### src/rtl/add_serial.sv
// Digit-serial adder/subtractor: latches operands, adds DIGIT bits per cycle
// through a RUN phase, then holds the result in DONE until it is consumed.
`timescale 1ns/1ps
module add_serial #(
   parameter int WIDTH = 32,
   parameter int DIGIT = 8
) (
   input  logic             clk,
   input  logic             rst_n,
   input  logic             in_valid,
   output logic             in_ready,
   input  logic [WIDTH-1:0] a,
   input  logic [WIDTH-1:0] b,
   input  logic             cin,
   input  logic             sub,
   output logic             out_valid,
   input  logic             out_ready,
   output logic [WIDTH-1:0] sum,
   output logic             cout,
   output logic             ovf
);
   localparam int NDIG = WIDTH / DIGIT;
   localparam int KW   = (NDIG > 1) ? $clog2(NDIG) : 1;
   localparam logic [KW-1:0] K_LAST = KW'(NDIG - 1);

   typedef enum logic [1:0] {IDLE, RUN, DONE} state_t;

   state_t           state_q, state_d;
   logic [WIDTH-1:0] a_q, a_d;
   logic [WIDTH-1:0] b_q, b_d;
   logic [WIDTH-1:0] sum_q, sum_d;
   logic             carry_q, carry_d;
   logic             cout_q, cout_d;
   logic             ovf_q, ovf_d;
   logic [KW-1:0]    k_q, k_d;

   logic [DIGIT-1:0] dig_a, dig_b, dig_s;
   logic             dig_c;

   always_comb begin
      dig_a = '0;
      dig_b = '0;
      for (int i = 0; i < NDIG; i++) begin
         if (k_q == KW'(i)) begin
            dig_a = a_q[i*DIGIT +: DIGIT];
            dig_b = b_q[i*DIGIT +: DIGIT];
         end
      end
   end

   assign {dig_c, dig_s} = {1'b0, dig_a} + {1'b0, dig_b} + {{DIGIT{1'b0}}, carry_q};

   always_comb begin
      state_d = state_q;
      a_d     = a_q;
      b_d     = b_q;
      sum_d   = sum_q;
      carry_d = carry_q;
      cout_d  = cout_q;
      ovf_d   = ovf_q;
      k_d     = k_q;
      case (state_q)
         IDLE: begin
            if (in_valid) begin
               // Subtraction is A + ~B + ~borrow, so the adder path is shared.
               a_d     = a;
               b_d     = sub ? ~b : b;
               carry_d = sub ? ~cin : cin;
               k_d     = '0;
               state_d = RUN;
            end
         end
         RUN: begin
            for (int i = 0; i < NDIG; i++) begin
               if (k_q == KW'(i)) begin
                  sum_d[i*DIGIT +: DIGIT] = dig_s;
               end
            end
            carry_d = dig_c;
            if (k_q == K_LAST) begin
               cout_d  = dig_c;
               // a^b^s at the MSB recovers the carry into that bit.
               ovf_d   = a_q[WIDTH-1] ^ b_q[WIDTH-1] ^ dig_s[DIGIT-1] ^ dig_c;
               k_d     = '0;
               state_d = DONE;
            end else begin
               k_d = k_q + KW'(1);
            end
         end
         DONE: begin
            if (out_ready) begin
               state_d = IDLE;
            end
         end
         default: state_d = IDLE;
      endcase
   end

   always_ff @(posedge clk or negedge rst_n) begin
      if (!rst_n) begin
         state_q <= IDLE;
         a_q     <= '0;
         b_q     <= '0;
         sum_q   <= '0;
         carry_q <= 1'b0;
         cout_q  <= 1'b0;
         ovf_q   <= 1'b0;
         k_q     <= '0;
      end else begin
         state_q <= state_d;
         a_q     <= a_d;
         b_q     <= b_d;
         sum_q   <= sum_d;
         carry_q <= carry_d;
         cout_q  <= cout_d;
         ovf_q   <= ovf_d;
         k_q     <= k_d;
      end
   end

   assign in_ready  = (state_q == IDLE);
   assign out_valid = (state_q == DONE);
   assign sum       = sum_q;
   assign cout      = cout_q;
   assign ovf       = ovf_q;
endmodule

### config.mk
export PLATFORM = sky130hd
export DESIGN_NAME = add_serial
export DESIGN_NICKNAME = d
export VERILOG_FILES = /design/src/rtl/add_serial.sv
export SDC_FILE = /design/constraint.sdc
export NUM_CORES = 1
export LEC_CHECK = 0
export BUFFER_PORTS_ARGS = -buffer_cell sky130_fd_sc_hd__buf_2
export CAP_MARGIN = 25
export CORE_MARGIN = 3
export CORE_UTILIZATION = 38
export DETAILED_ROUTE_END_ITERATION = 10
export GPL_ROUTABILITY_DRIVEN = 0
export PLACE_DENSITY = 0.56
export SYNTH_ARGS = -nofsm -noshare
export SYNTH_HDL_FRONTEND = slang
export SYNTH_SLANG_ARGS = --single-unit
### constraint.sdc
create_clock -name clk -period 5.3 [get_ports clk]
set_input_delay 1.06 -clock clk [delete_from_list [all_inputs] [get_ports clk]]
set_output_delay 1.06 -clock clk [all_outputs]
set_load 0.05 [all_outputs]
After elaboration in Yosys (flattened, before gate mapping)
Index checks and enable logic that the tools add are counted.

Output and inout port bits: 36. Flip-flop bits (word level): 103.

Reductions and logical operators: 10. Bitwise operators: 5. Add/sub/neg operators: 3. Equal/unequal tests: 8. Multiplexer cells: 19.

Operators with widths (count): 2-to-1 mux 8 bit (8); 2-to-1 mux 32 bit (1); NOT 32 bit (1); AND reduction 2 bit (6); 2-to-1 mux 2 bit (5); adder 8 x 8 -> 9 bit (1); adder 9 x 1 -> 9 bit (1); equality test 2 bit, second input constant (3); case mux 2 bit (3 select lines) (1); equality test 2 x 1 -> 1 bit, second input constant (2); logical NOT 2 bit (2); != test 2 bit, second input constant (2); case mux 2 bit (2 select lines) (1); AND reduction 3 bit (1); XOR 1 bit (3); adder 2 x 1 -> 2 bit, second input constant (1); 2-to-1 mux 1 bit (2); != test 2 x 1 -> 1 bit, second input constant (1); case mux 1 bit (2 select lines) (1); nonzero test 2 bit (1); NOT 1 bit (1).

Longest topological paths before layout
Gate-level depths: netlist of run 1.

Word-level depth: 9. Mapped depth: 17. Gate-level depth less buffers: 15.

Worst setup path after synthesis of run 1
Ideal clock, no wire load.

Path type: register to register. Start: reg k_q[0]. End: reg ovf_q, in the netlist ovf. Cell stages (with the launch flop): 18. Setup slack: 2.166 ns. Path buffers: 2. Data required time: 5.178 ns. Arrival: 3.012 ns. Cells stage by stage: dfrtp_1 -> inv_1 -> ha_1 -> buf_2 -> buf_2 -> nand2_1 -> nor2_1 -> a21oi_1 -> o21ai_0 -> mux2i_1 -> fa_1 -> fa_1 -> nand2b_1 -> a21oi_2 -> o41ai_4 -> xnor2_1 -> xnor2_1 -> o21ai_1.

Longest elaborated chain between the ends: 9. Elaborated cells on any way between the ends: 17. Those cells by class: add/sub (2); eq/ne (3); mux (8); bitwise (2); reduce/logical (2).

RTL lines: start, declared (RTL line 35) `logic [KW-1:0] k_q, k_d;`; start signal, assigned (RTL line 117) `k_q <= k_d;`; logical NOT 2 bit (RTL line 44) `if (k_q == KW'(i)) begin`; 2-to-1 mux 8 bit (4 in a row) (RTL line 44); adder 8 x 8 -> 9 bit (RTL line 51) `assign {dig_c, dig_s} = {1'b0, dig_a} + {1'b0, dig_b} + {{DIGIT{1'b0}}, carry_q};`; adder 9 x 1 -> 9 bit (RTL line 51); XOR 1 bit (2 in a row) (RTL line 83) `ovf_d = a_q[WIDTH-1] ^ b_q[WIDTH-1] ^ dig_s[DIGIT-1] ^ dig_c;`; end signal, assigned (RTL line 116) `ovf_q <= ovf_d;`; end, declared (RTL line 34) `logic ovf_q, ovf_d;`.

Several ways; a longest one is shown, not always the timed one. A chain may end at the register's enable or synchronous reset.

Worst setup path in the final report of run 1
Start: reg k_q[0]. End: reg sum_q[30], in the netlist sum[30].

Longest elaborated chain between the ends: 7. Elaborated cells on any way between the ends: 15. Those cells by class: add/sub (2); eq/ne (3); mux (8); reduce/logical (2).

RTL lines: logical NOT 2 bit (RTL line 44); 2-to-1 mux 8 bit (4 in a row) (RTL line 44); adder 8 x 8 -> 9 bit (RTL line 51); adder 9 x 1 -> 9 bit (RTL line 51); end signal, assigned (RTL line 113) `sum_q <= sum_d;`; end, declared (RTL line 31) `logic [WIDTH-1:0] sum_q, sum_d;`.

Several ways; a longest one is shown, not always the timed one.

==> results of run 1 <==
[worst register-to-register path, delay by kind of cell (launching register included)]
kind / cells / cell delay (ns)
xor+xnor: 1 / 0.29
compound gates: 4 / 0.55
buf+inv: 1 / 0.13
fa+ha+maj: 3 / 1.41
flops: 1 / 0.44
mux: 1 / 0.11
simple gates: 4 / 0.48
[area by class of cell]
type,instances,area [um^2]
fill,1254,6710
sequential,103,2580
multi-input combinational,434,2270
timing repair buffer,112,636
clock buffer,12,267
tap,172,215
clock inverter,4,76.3
inverter,6,22.5
[routing by layer]
layer	wire, um	share of wire, %	track usage [%]	vias up
met2	5590	46	27.1	119
met5	0	0	0	-
met1	5580	46	24.4	1845
met3	652	5.4	2.80	17
met4	216	1.8	6.52	0
li1	-	-	-	2043
[sequential cells by signal, indices dropped and copies added (netlist names)]
register  count
ovf           1
k_q           2
cout          1
carry_q       1
a_q          32
state_q       2
b_q          32
sum          32
[report_power, final]
group          internal [mW]  leakage (nW)  switching (mW)
clock                  0.454         0.165           0.290
combinational          0.726          1.54            1.54
sequential              1.15          1.30           0.207
[path summary, 6_finish.rpt]
path                                end  startpoint  cells after the start
worst max-delay path            sum[30]      k_q[0]                     14
worst min-delay path            sum[19]     sum[19]                      2
worst max register to register  sum[30]      k_q[0]                     14
worst min register to register  sum[19]     sum[19]                      2
max in group asynchronous       a_q[26]       rst_n                      2
min in group asynchronous        a_q[7]       rst_n                      1
[logic make-up after synthesis]
logic type	Yosys count	synth area share (%)
multiplexers	2	0.399
adder cells (fa/ha/maj)	13	3.54
XOR/XNOR	41	7.16
buffers and inverters	41	3.42
flip-flops	103	51.4
AND/OR/NAND/NOR	245	19.1
AO/OA/AOI/OAI	133	15.0
[metrics by stage]
step	instances	hold WS (ns)	setup WS, ns	util, %	cell area, um^2
2_1_floorplan	578	0.445	2.17	-	5010
3_3_place_gp	822	0.457	1.64	44.0	5620
6_report	843	0.473	1.73	47.4	6060
5_1_grt	843	0.504	1.35	47.4	6060
4_1_cts	839	0.480	1.50	46.8	5980
3_5_place_dp	823	0.465	1.52	44.1	5640
[cells in the final DEF (no fill, tap or decap), types with 2 or more instances in the layout]
| cell | instances |
|---|---|
| a21o_1 | 2 |
| buf_4 | 3 |
| xor2_1 | 5 |
| nand2b_1 | 6 |
| ha_1 | 11 |
| a21oi_1 | 34 |
| nand3b_1 | 2 |
| o21ai_0 | 83 |
| nand2_1 | 197 |
| clkbuf_8 | 3 |
| clkbuf_16 | 9 |
| xnor2_1 | 36 |
| nand3_1 | 3 |
| o31ai_1 | 3 |
| inv_1 | 6 |
| bufinv_16 | 2 |
| fa_1 | 2 |
| mux2i_1 | 2 |
| buf_8 | 3 |
| nor2_1 | 33 |
| buf_2 | 104 |
| dfrtp_1 | 103 |
==> key figures, run 1 <==
Global routing
  • Antenna violations before repair: 0
  • Gr usage total: 17.3%
  • First-pass GRT wire length: 19,700 um
  • Total grt overflow: 0
  • Vias in the first global route: 3,899
  • Largest net degree at the start of global routing: 81

Placement
  • Dpl hpwl: 8800 um
  • PortBufs: 105

Clock tree
  • Cts hold-fix bufs: 0
  • CTS H-Tree Depth: 3
  • Clock Sinks: 103
  • Resized Gates After CTS: 0
  • Post-CTS setup buffers: 0
  • TritonCTS Buffers: 9
  • TritonCTS clock tree: yes
  • Longest Clk Path Bufs: 2
  • Clk_lat worst skew: 0.34 ns
  • Clk Tree Root Cell: clkbuf_16
  • Clk slew on worst S/H paths: 0.07 ns

Yosys
  • Cells after synthesis: 578
  • Yosys top cell area share: 51.4%
  • Register bit count reported by yosys: 103
  • Number of distinct library cells after synthesis: 33
  • Synth async-reset ratio: 100%
  • Yosys warning count: 0
  • Area leader, netlist: dfrtp_1
  • Most frequent cell after synthesis: nand2_1
  • Synth top cells by count: nand2_1, dfrtp_1, o21ai_0, xnor2_1, a21oi_1
  • Mapped Nets: 661
  • Number of synthesized flops with an enable pin: 0
  • Synthesized cell area: 5010 um^2
  • Syn Area/Cell: 8.67 um^2
  • Synth Flop Type: dfrtp_1
  • Synth top area cells: dfrtp_1, nand2_1, o21ai_0
  • Sequential element share of the synthesized area: 51.4%

Critical path
  • Worst path bufs/invs: 1
  • CP max stage delay: 0.56 ns
  • Family with the most delay on the worst path: adder cells
  • Worst setup path category: register to register
  • Startpoint types: register
  • Arr. time, crit path: 3.77 ns
  • Worst path slowest cell: ha_1
  • Flop2flop setup slack: 1.73 ns
  • Crit path cell chain: inv_1 -> ha_1 -> nand2_1 -> nor2_1 -> a21oi_1 -> o21ai_0 -> mux2i_1 -> fa_1 -> fa_1 -> nand2b_1 -> a21oi_2 -> nor2_1 -> xor2_1 -> o21ai_0
  • Crit. End Element: register
  • CP Data Required Time: 5.50 ns
  • Crit Path Max Fanout: 17

Min path
  • HP Class: register to register

Power
  • Pwr/cell area: 720 nW/um^2
  • Leakage: 3.00 nW
  • PnR Total Power: 4.36 mW
  • Peak VDD IR: 0.000263 V

Route
  • DRC: 0
  • Residual antenna-violating net count after detailed routing: 0
  • WL final: 12,000 um
  • Wirelength per Cell: 14.3 um
  • DRT Pass-1 Iters: 4
  • DRT iter0 DRCs: 200
  • DR vias/cell: 4.77
  • Via count: 4,024

Timing
  • Post-route setup TNS: 0 ns
  • Worst slew pin tran: 0.846 ns
  • RSZ-0062 raised after global routing: false
  • Final setup viols: 0
  • Clock skew: 0.00562 ns
  • Min cycle time layout: 3.57 ns
  • Period utilization: 67.3%
  • Final-report hold violation count: 0
  • Pins Over Slew Limit: 0
  • Max-slew headroom: 43.6%
  • Fmax: 280 MHz

Finish
  • Diodes inserted: 0
  • Post-layout nets: 749
  • Layout cells sized above 1: 20.4%
  • Area Overhead vs Synth: 20.9%

Run
  • # Max-Cap Violations: 0

Die
  • Die area: 14,600 um^2
  • Die W: 121 um
  • Floorplan row count: 41
  • Core Box Area: 12,800 um^2
  • Initial Utilization: 39.2%
  • Ports: 106
  • Die H: 121 um

Status
  • Status: finished, final reports clean
(Power assumes the default switching activity.)
==> inputs of run 2 (changes only) <==
Settings changed: ABC_AREA set to 1.
Clock period 5.3 ns to 3.6 ns, I/O delays scaled along.
==> key figures, run 2 <==
Global routing
  • Gr usage total: 17.7% (was 17.3%)
  • Vias in the first global route: 4,178 (was 3,899)
  • Largest net degree at the start of global routing: 99 (was 81)
  • First-pass GRT wire length: 20,700 um (was 19,700 um)
  • Total grt overflow: 0 (unchanged)
  • Antenna violations before repair: 0 (unchanged)

Clock tree
  • TritonCTS clock tree: yes (unchanged)
  • Clk slew on worst S/H paths: 0.07 ns (about the same)
  • Cts hold-fix bufs: 0 (unchanged)
  • Resized Gates After CTS: 0 (unchanged)
  • Clk Tree Root Cell: clkbuf_16 (unchanged)
  • Longest Clk Path Bufs: 2 (unchanged)
  • Clock Sinks: 103 (unchanged)
  • Clk_lat worst skew: 0.35 ns (was 0.34 ns)
  • CTS H-Tree Depth: 3 (unchanged)
  • TritonCTS Buffers: 9 (unchanged)
  • Post-CTS setup buffers: 0 (unchanged)

Critical path
  • Crit Path Max Fanout: 12 (was 17)
  • Crit. End Element: register (unchanged)
  • Worst setup path category: register to register (unchanged)
  • CP Data Required Time: 3.81 ns (was 5.50 ns)
  • Arr. time, crit path: 3.35 ns (was 3.77 ns)
  • Startpoint types: register (unchanged)

Run
  • # Max-Cap Violations: 0 (unchanged)

Yosys
  • Syn Area/Cell: 8.50 um^2 (was 8.67 um^2)
  • Number of synthesized flops with an enable pin: 0 (unchanged)
  • Synthesized cell area: 5130 um^2 (was 5010 um^2)
  • Synth Area in XOR/XNOR: 6.31% (was 7.16%)
  • Yosys top cell area share: 50.2% (was 51.4%)
  • Most frequent cell after synthesis: nand2_1 (unchanged)
  • Main combinational cell family by area after synthesis: simple AND/OR/NAND/NOR gates (unchanged)
  • Synth Flop Type: dfrtp_1 (unchanged)
  • Synth Area in Adders: 3.46% (was 3.54%)
  • Area leader, netlist: dfrtp_1 (unchanged)
  • Synth async-reset ratio: 100% (unchanged)
  • Mux share of post-synthesis cell area: 0% (was 0.399%)
  • Yosys warning count: 0 (unchanged)
  • Register bit count reported by yosys: 103 (unchanged)
  • Synth Area in Simple Gates: 22.7% (was 19.1%)
  • Sequential element share of the synthesized area: 50.2% (was 51.4%)
  • Synth top area cells: dfrtp_1, nand2_1, xnor2_1 (was dfrtp_1, nand2_1, o21ai_0)
  • Mapped Nets: 687 (was 661)
  • Cells after synthesis: 604 (was 578)
  • Number of distinct library cells after synthesis: 34 (was 33)
  • Synth top cells by count: nand2_1, dfrtp_1, o21ai_0, xnor2_1, nand3_1 (was nand2_1, dfrtp_1, o21ai_0, xnor2_1, a21oi_1)
  • Synth Area in Compound Gates: 11.9% (was 15.0%)

Finish
  • Diodes inserted: 0 (unchanged)
  • Core Util, Final: 47.2% (was 47.4%)
  • Layout cells sized above 1: 21.3% (was 20.4%)
  • Multi-input gate area: 2280 um^2 (was 2270 um^2)
  • Area Overhead vs Synth: 18.8% (was 20.9%)
  • FF+latch area: 2580 um^2 (unchanged)
  • Post-layout nets: 779 (was 749)
  • Fill count: 1,337 (was 1,254)
  • Commonest non-fill, non-tap cell in the layout: nand2_1 (unchanged)
  • Commonest cells after routing, fill and taps aside: nand2_1, buf_2, dfrtp_1 (unchanged)

Die
  • Ports: 106 (unchanged)
  • Die area: 14,900 um^2 (was 14,600 um^2)
  • Initial Utilization: 39.7% (was 39.2%)
  • Core Box Area: 12,900 um^2 (was 12,800 um^2)
  • Die W: 122 um (was 121 um)
  • Floorplan row count: 41 (unchanged)
  • Die H: 122 um (was 121 um)

Timing
  • Worst slew pin tran: 0.896 ns (was 0.846 ns)
  • RSZ-0062 raised after global routing: false (unchanged)
  • Post-route setup TNS: 0 ns (unchanged)
  • Final setup viols: 0 (unchanged)
  • Clock skew: 0.00878 ns (was 0.00562 ns)
  • Min cycle time layout: 3.14 ns (was 3.57 ns)
  • Period utilization: 87.2% (was 67.3%)
  • Pins Over Slew Limit: 0 (unchanged)
  • Final hold slack: 0.365 ns (was 0.473 ns)
  • Final-report hold violation count: 0 (unchanged)
  • Fmax: 318 MHz (was 280 MHz)
  • Max-slew headroom: 40.2% (was 43.6%)

Route
  • DRC: 0 (unchanged)
  • WL final: 12,500 um (was 12,000 um)
  • Residual antenna-violating net count after detailed routing: 0 (unchanged)
  • DR vias/cell: 4.74 (was 4.77)
  • Via count: 4,129 (was 4,024)
  • Wirelength per Cell: 14.4 um (was 14.3 um)
  • DRT iter0 DRCs: 239 (was 200)
  • DRT Pass-1 Iters: 4 (unchanged)

Placement
  • Dpl hpwl: 9370 um (was 8800 um)
  • PortBufs: 105 (unchanged)

Status
  • Status: finished, final reports clean (unchanged)

Min path
  • HP Class: input port to asynchronous set/reset pin (was register to register)
-- run 2: cells by family after synthesis --
| family | count (synthesis) |
|---|---|
| AND/OR/NAND/NOR | 284 |
| AO/OA/AOI/OAI | 108 |
| flip-flops | 103 |
| buffers and inverters | 59 |
| XOR/XNOR | 37 |
| adder cells (fa/ha/maj) | 13 |
-- run 2: cell type report --
class	instances	area share, %
Inverter	27	1.74
Multi-Input combinational cell	442	37.4
Tap cell	172	3.53
Timing Repair Buffer	113	9.85
Sequential cell	103	42.3
Clock inverter	3	1.11
Clock buffer	11	4.14
-- run 2: per-stage QoR --
stage / worst slack (ns) / cells / instance area [um^2]
3_5_place_dp: 0.494 / 857 / 5780
2_1_floorplan: 0.724 / 604 / 5130
4_1_cts: 0.472 / 871 / 6100
5_1_grt: 0.149 / 871 / 6100
6_report: 0.460 / 871 / 6100
3_3_place_gp: 0.579 / 857 / 5780
-- run 2: worst max-delay path, stage by stage (launching register included) --
cell     delay, ns
dfrtp_1       0.38
inv_1         0.09
ha_1          0.32
inv_1         0.27
nand3_1       0.11
nand2_1       0.08
o21ai_0       0.07
nand2_1       0.06
o21ai_0       0.11
fa_1          0.44
fa_1          0.43
o21ai_2       0.21
xnor2_1       0.28
o21ai_0       0.15
-- run 2: worst paths after layout --
| check | start | cells past startpoint | endpoint | slack [ns] |
|---|---|---|---|---|
| max | k_q[1] | 13 | sum[4] | 0.46 |
| min | rst_n | 1 | a_q[18] | 0.37 |
| max reg2reg | k_q[1] | 13 | sum[4] | 0.46 |
| min reg2reg | sum[13] | 2 | sum[13] | 0.48 |
| max in group asynchronous | rst_n | 2 | k_q[0] | 2.51 |
| min in group clk | sum[13] | 2 | sum[13] | 0.48 |
-- run 2: metal layers --
metal,GRT usage [%],vias up,routed length [um]
li1,-,2119,-
met1,23.7,1911,5720
met2,28.9,89,6080
met3,4.52,10,596
met4,4.41,0,138
met5,0,-,0
Power of run 2 is not shown: default switching activity piles up to over one toggle a cycle in this logic, so the estimate is an artifact.
==> inputs of run 3 (changes only) <==
Settings changed: CAP_MARGIN 25 to not set, CORE_UTILIZATION 38 to 35, GPL_TIMING_DRIVEN set to 0, PLACE_DENSITY 0.56 to 0.52.
==> key figures, run 3 (synthesis gave the netlist of run 2 again) <==
Status
  • Status: finished, final reports clean (unchanged)

Critical path
  • Arr. time, crit path: 3.59 ns (was 3.35 ns)
  • Startpoint types: register (unchanged)
  • Top cell by count, worst path: o21ai_0 (unchanged)
  • Reg2reg start: k_q[0] (was k_q[1])
  • Worst path slowest cell: fa_1 (unchanged)
  • Crit Path Max Fanout: 10 (was 12)
  • Crit path cell chain: inv_1 -> ha_1 -> inv_2 -> clkbuf_4 -> o21ai_0 -> o21ai_0 -> o21ai_0 -> fa_1 -> fa_1 -> o21ai_2 -> a21oi_1 -> inv_1 -> nand2_1 -> nand3_1 -> nand2_1 (was inv_1 -> ha_1 -> inv_1 -> nand3_1 -> nand2_1 -> o21ai_0 -> nand2_1 -> o21ai_0 -> fa_1 -> fa_1 -> o21ai_2 -> xnor2_1 -> o21ai_0)
  • CP max stage delay: 0.48 ns (was 0.44 ns)
  • Worst reg2reg path endpoint: sum[14] (was sum[4])
  • CP Data Required Time: 3.84 ns (was 3.81 ns)
  • Register-to-Register Path Depth: 15 (was 13)
  • Worst setup path category: register to register (unchanged)
  • Crit. End Element: register (unchanged)
  • Flop2flop setup slack: 0.25 ns (was 0.46 ns)

Clock tree
  • Clk Tree Root Cell: clkbuf_16 (unchanged)
  • Longest Clk Path Bufs: 2 (unchanged)
  • TritonCTS clock tree: yes (unchanged)
  • Clock Sinks: 103 (unchanged)
  • Clk slew on worst S/H paths: 0.07 ns (about the same)
  • CTS H-Tree Depth: 3 (unchanged)
  • Clk_lat worst skew: 0.35 ns (about the same)
  • TritonCTS Buffers: 9 (unchanged)

Timing
  • Clock skew: 0.00529 ns (was 0.00878 ns)
  • Min cycle time layout: 3.35 ns (was 3.14 ns)
  • Worst slew pin tran: 0.718 ns (was 0.896 ns)
  • Period utilization: 93.0% (was 87.2%)
  • Final setup viols: 0 (unchanged)
  • Post-route setup TNS: 0 ns (unchanged)
  • Final-report hold violation count: 0 (unchanged)
  • RSZ-0062 raised after global routing: false (unchanged)
  • Fmax: 299 MHz (was 318 MHz)
  • Max-slew headroom: 52.1% (was 40.2%)
  • Final setup margin: 0.250 ns (was 0.460 ns)
  • Pins Over Slew Limit: 0 (unchanged)

Route
  • Via count: 4,267 (was 4,129)
  • WL final: 13,400 um (was 12,500 um)
  • DRC: 0 (unchanged)
  • DRT Pass-1 Iters: 4 (unchanged)
  • Wirelength per Cell: 14.8 um (was 14.4 um)
  • DR vias/cell: 4.72 (was 4.74)
  • DRT iter0 DRCs: 187 (was 239)
  • Residual antenna-violating net count after detailed routing: 0 (unchanged)

Finish
  • Commonest non-fill, non-tap cell in the layout: nand2_1 (unchanged)
  • Diodes inserted: 0 (unchanged)
  • Commonest cells after routing, fill and taps aside: nand2_1, buf_2, dfrtp_1 (unchanged)
  • Area Overhead vs Synth: 21.1% (was 18.8%)
  • Post-layout nets: 803 (was 779)
  • Layout cells sized above 1: 22.5% (was 21.3%)

Global routing
  • Vias in the first global route: 4,332 (was 4,178)
  • Antenna violations before repair: 0 (unchanged)
  • Largest net degree at the start of global routing: 55 (was 99)
  • First-pass GRT wire length: 22,000 um (was 20,700 um)
  • Total grt overflow: 0 (unchanged)
  • Gr usage total: 17.3% (was 17.7%)

Die
  • Floorplan row count: 43 (was 41)
  • Die area: 16,200 um^2 (was 14,900 um^2)
  • Die W: 127 um (was 122 um)
  • Ports: 106 (unchanged)
  • Core Box Area: 14,100 um^2 (was 12,900 um^2)
  • Initial Utilization: 36.4% (was 39.7%)
  • Die H: 127 um (was 122 um)

Placement
  • Worst slack, placed: 0.148 ns (was 0.494 ns)
  • Dpl hpwl: 10,400 um (was 9370 um)
  • PortBufs: 104 (was 105)

Min path
  • HP Class: input port to asynchronous set/reset pin (unchanged)

Run
  • # Max-Cap Violations: 0 (unchanged)
-- run 3: final cells by class --
class	instances	area (um^2)
clock inverters	3	42.5
repair buffers	105	551
well taps	180	225
plain buffers	32	178
flip-flops and latches	103	2580
inverters	27	106
clock buffers	12	256
multi-input cells	442	2280
fillers	1440	7880
-- run 3: what timing repair did --
item	in CTS	in global routing
setup endpoints to repair	0	11
hold buffers	0	0
endpoints found under the hold margin	0	0
buffers inserted	0	0
gates resized for setup	0	6
-- run 3: critical path: cells and delay by family (launching register included) --
family	cells	cell delay [ns]
adder cells (fa/ha/maj)	3	1.16
AO/OA/AOI/OAI	5	0.84
buffers and inverters	4	0.54
flip-flops	1	0.42
AND/OR/NAND/NOR	3	0.27
-- run 3: layer usage --
| layer | global-route usage, % | vias up | share of wire, % |
|---|---|---|---|
| met4 | 7.13 | 0 | 2.4 |
| met2 | 27.4 | 93 | 46 |
| met3 | 2.47 | 22 | 3.6 |
| met1 | 24.0 | 1978 | 48 |
| met5 | 0 | - | 0 |
| li1 | - | 2174 | - |
-- run 3: metrics by stage --
stage	utilization (%)	cell area [um^2]	hold slack (ns)	std cells
2_1_floorplan	-	5130	0.424	604
3_3_place_gp	41.7	5880	0.455	888
3_5_place_dp	41.9	5910	0.455	889
4_1_cts	44.0	6210	0.450	904
5_1_grt	44.1	6220	0.488	904
6_report	44.1	6220	0.430	904
-- run 3: worst max-delay path by stage --
stage,slack [ns],startpoint,cells past startpoint,end
final,0.25,k_q[0],15,sum[14]
after global routing,0.01,k_q[0],16,sum[14]
after CTS,0.11,k_q[0],15,ovf
after detailed placement,0.15,k_q[0],15,ovf
after global placement,0.18,k_q[0],15,ovf
after floorplan,0.72,k_q[0],15,ovf
Power of run 3 is left out for the same reason.
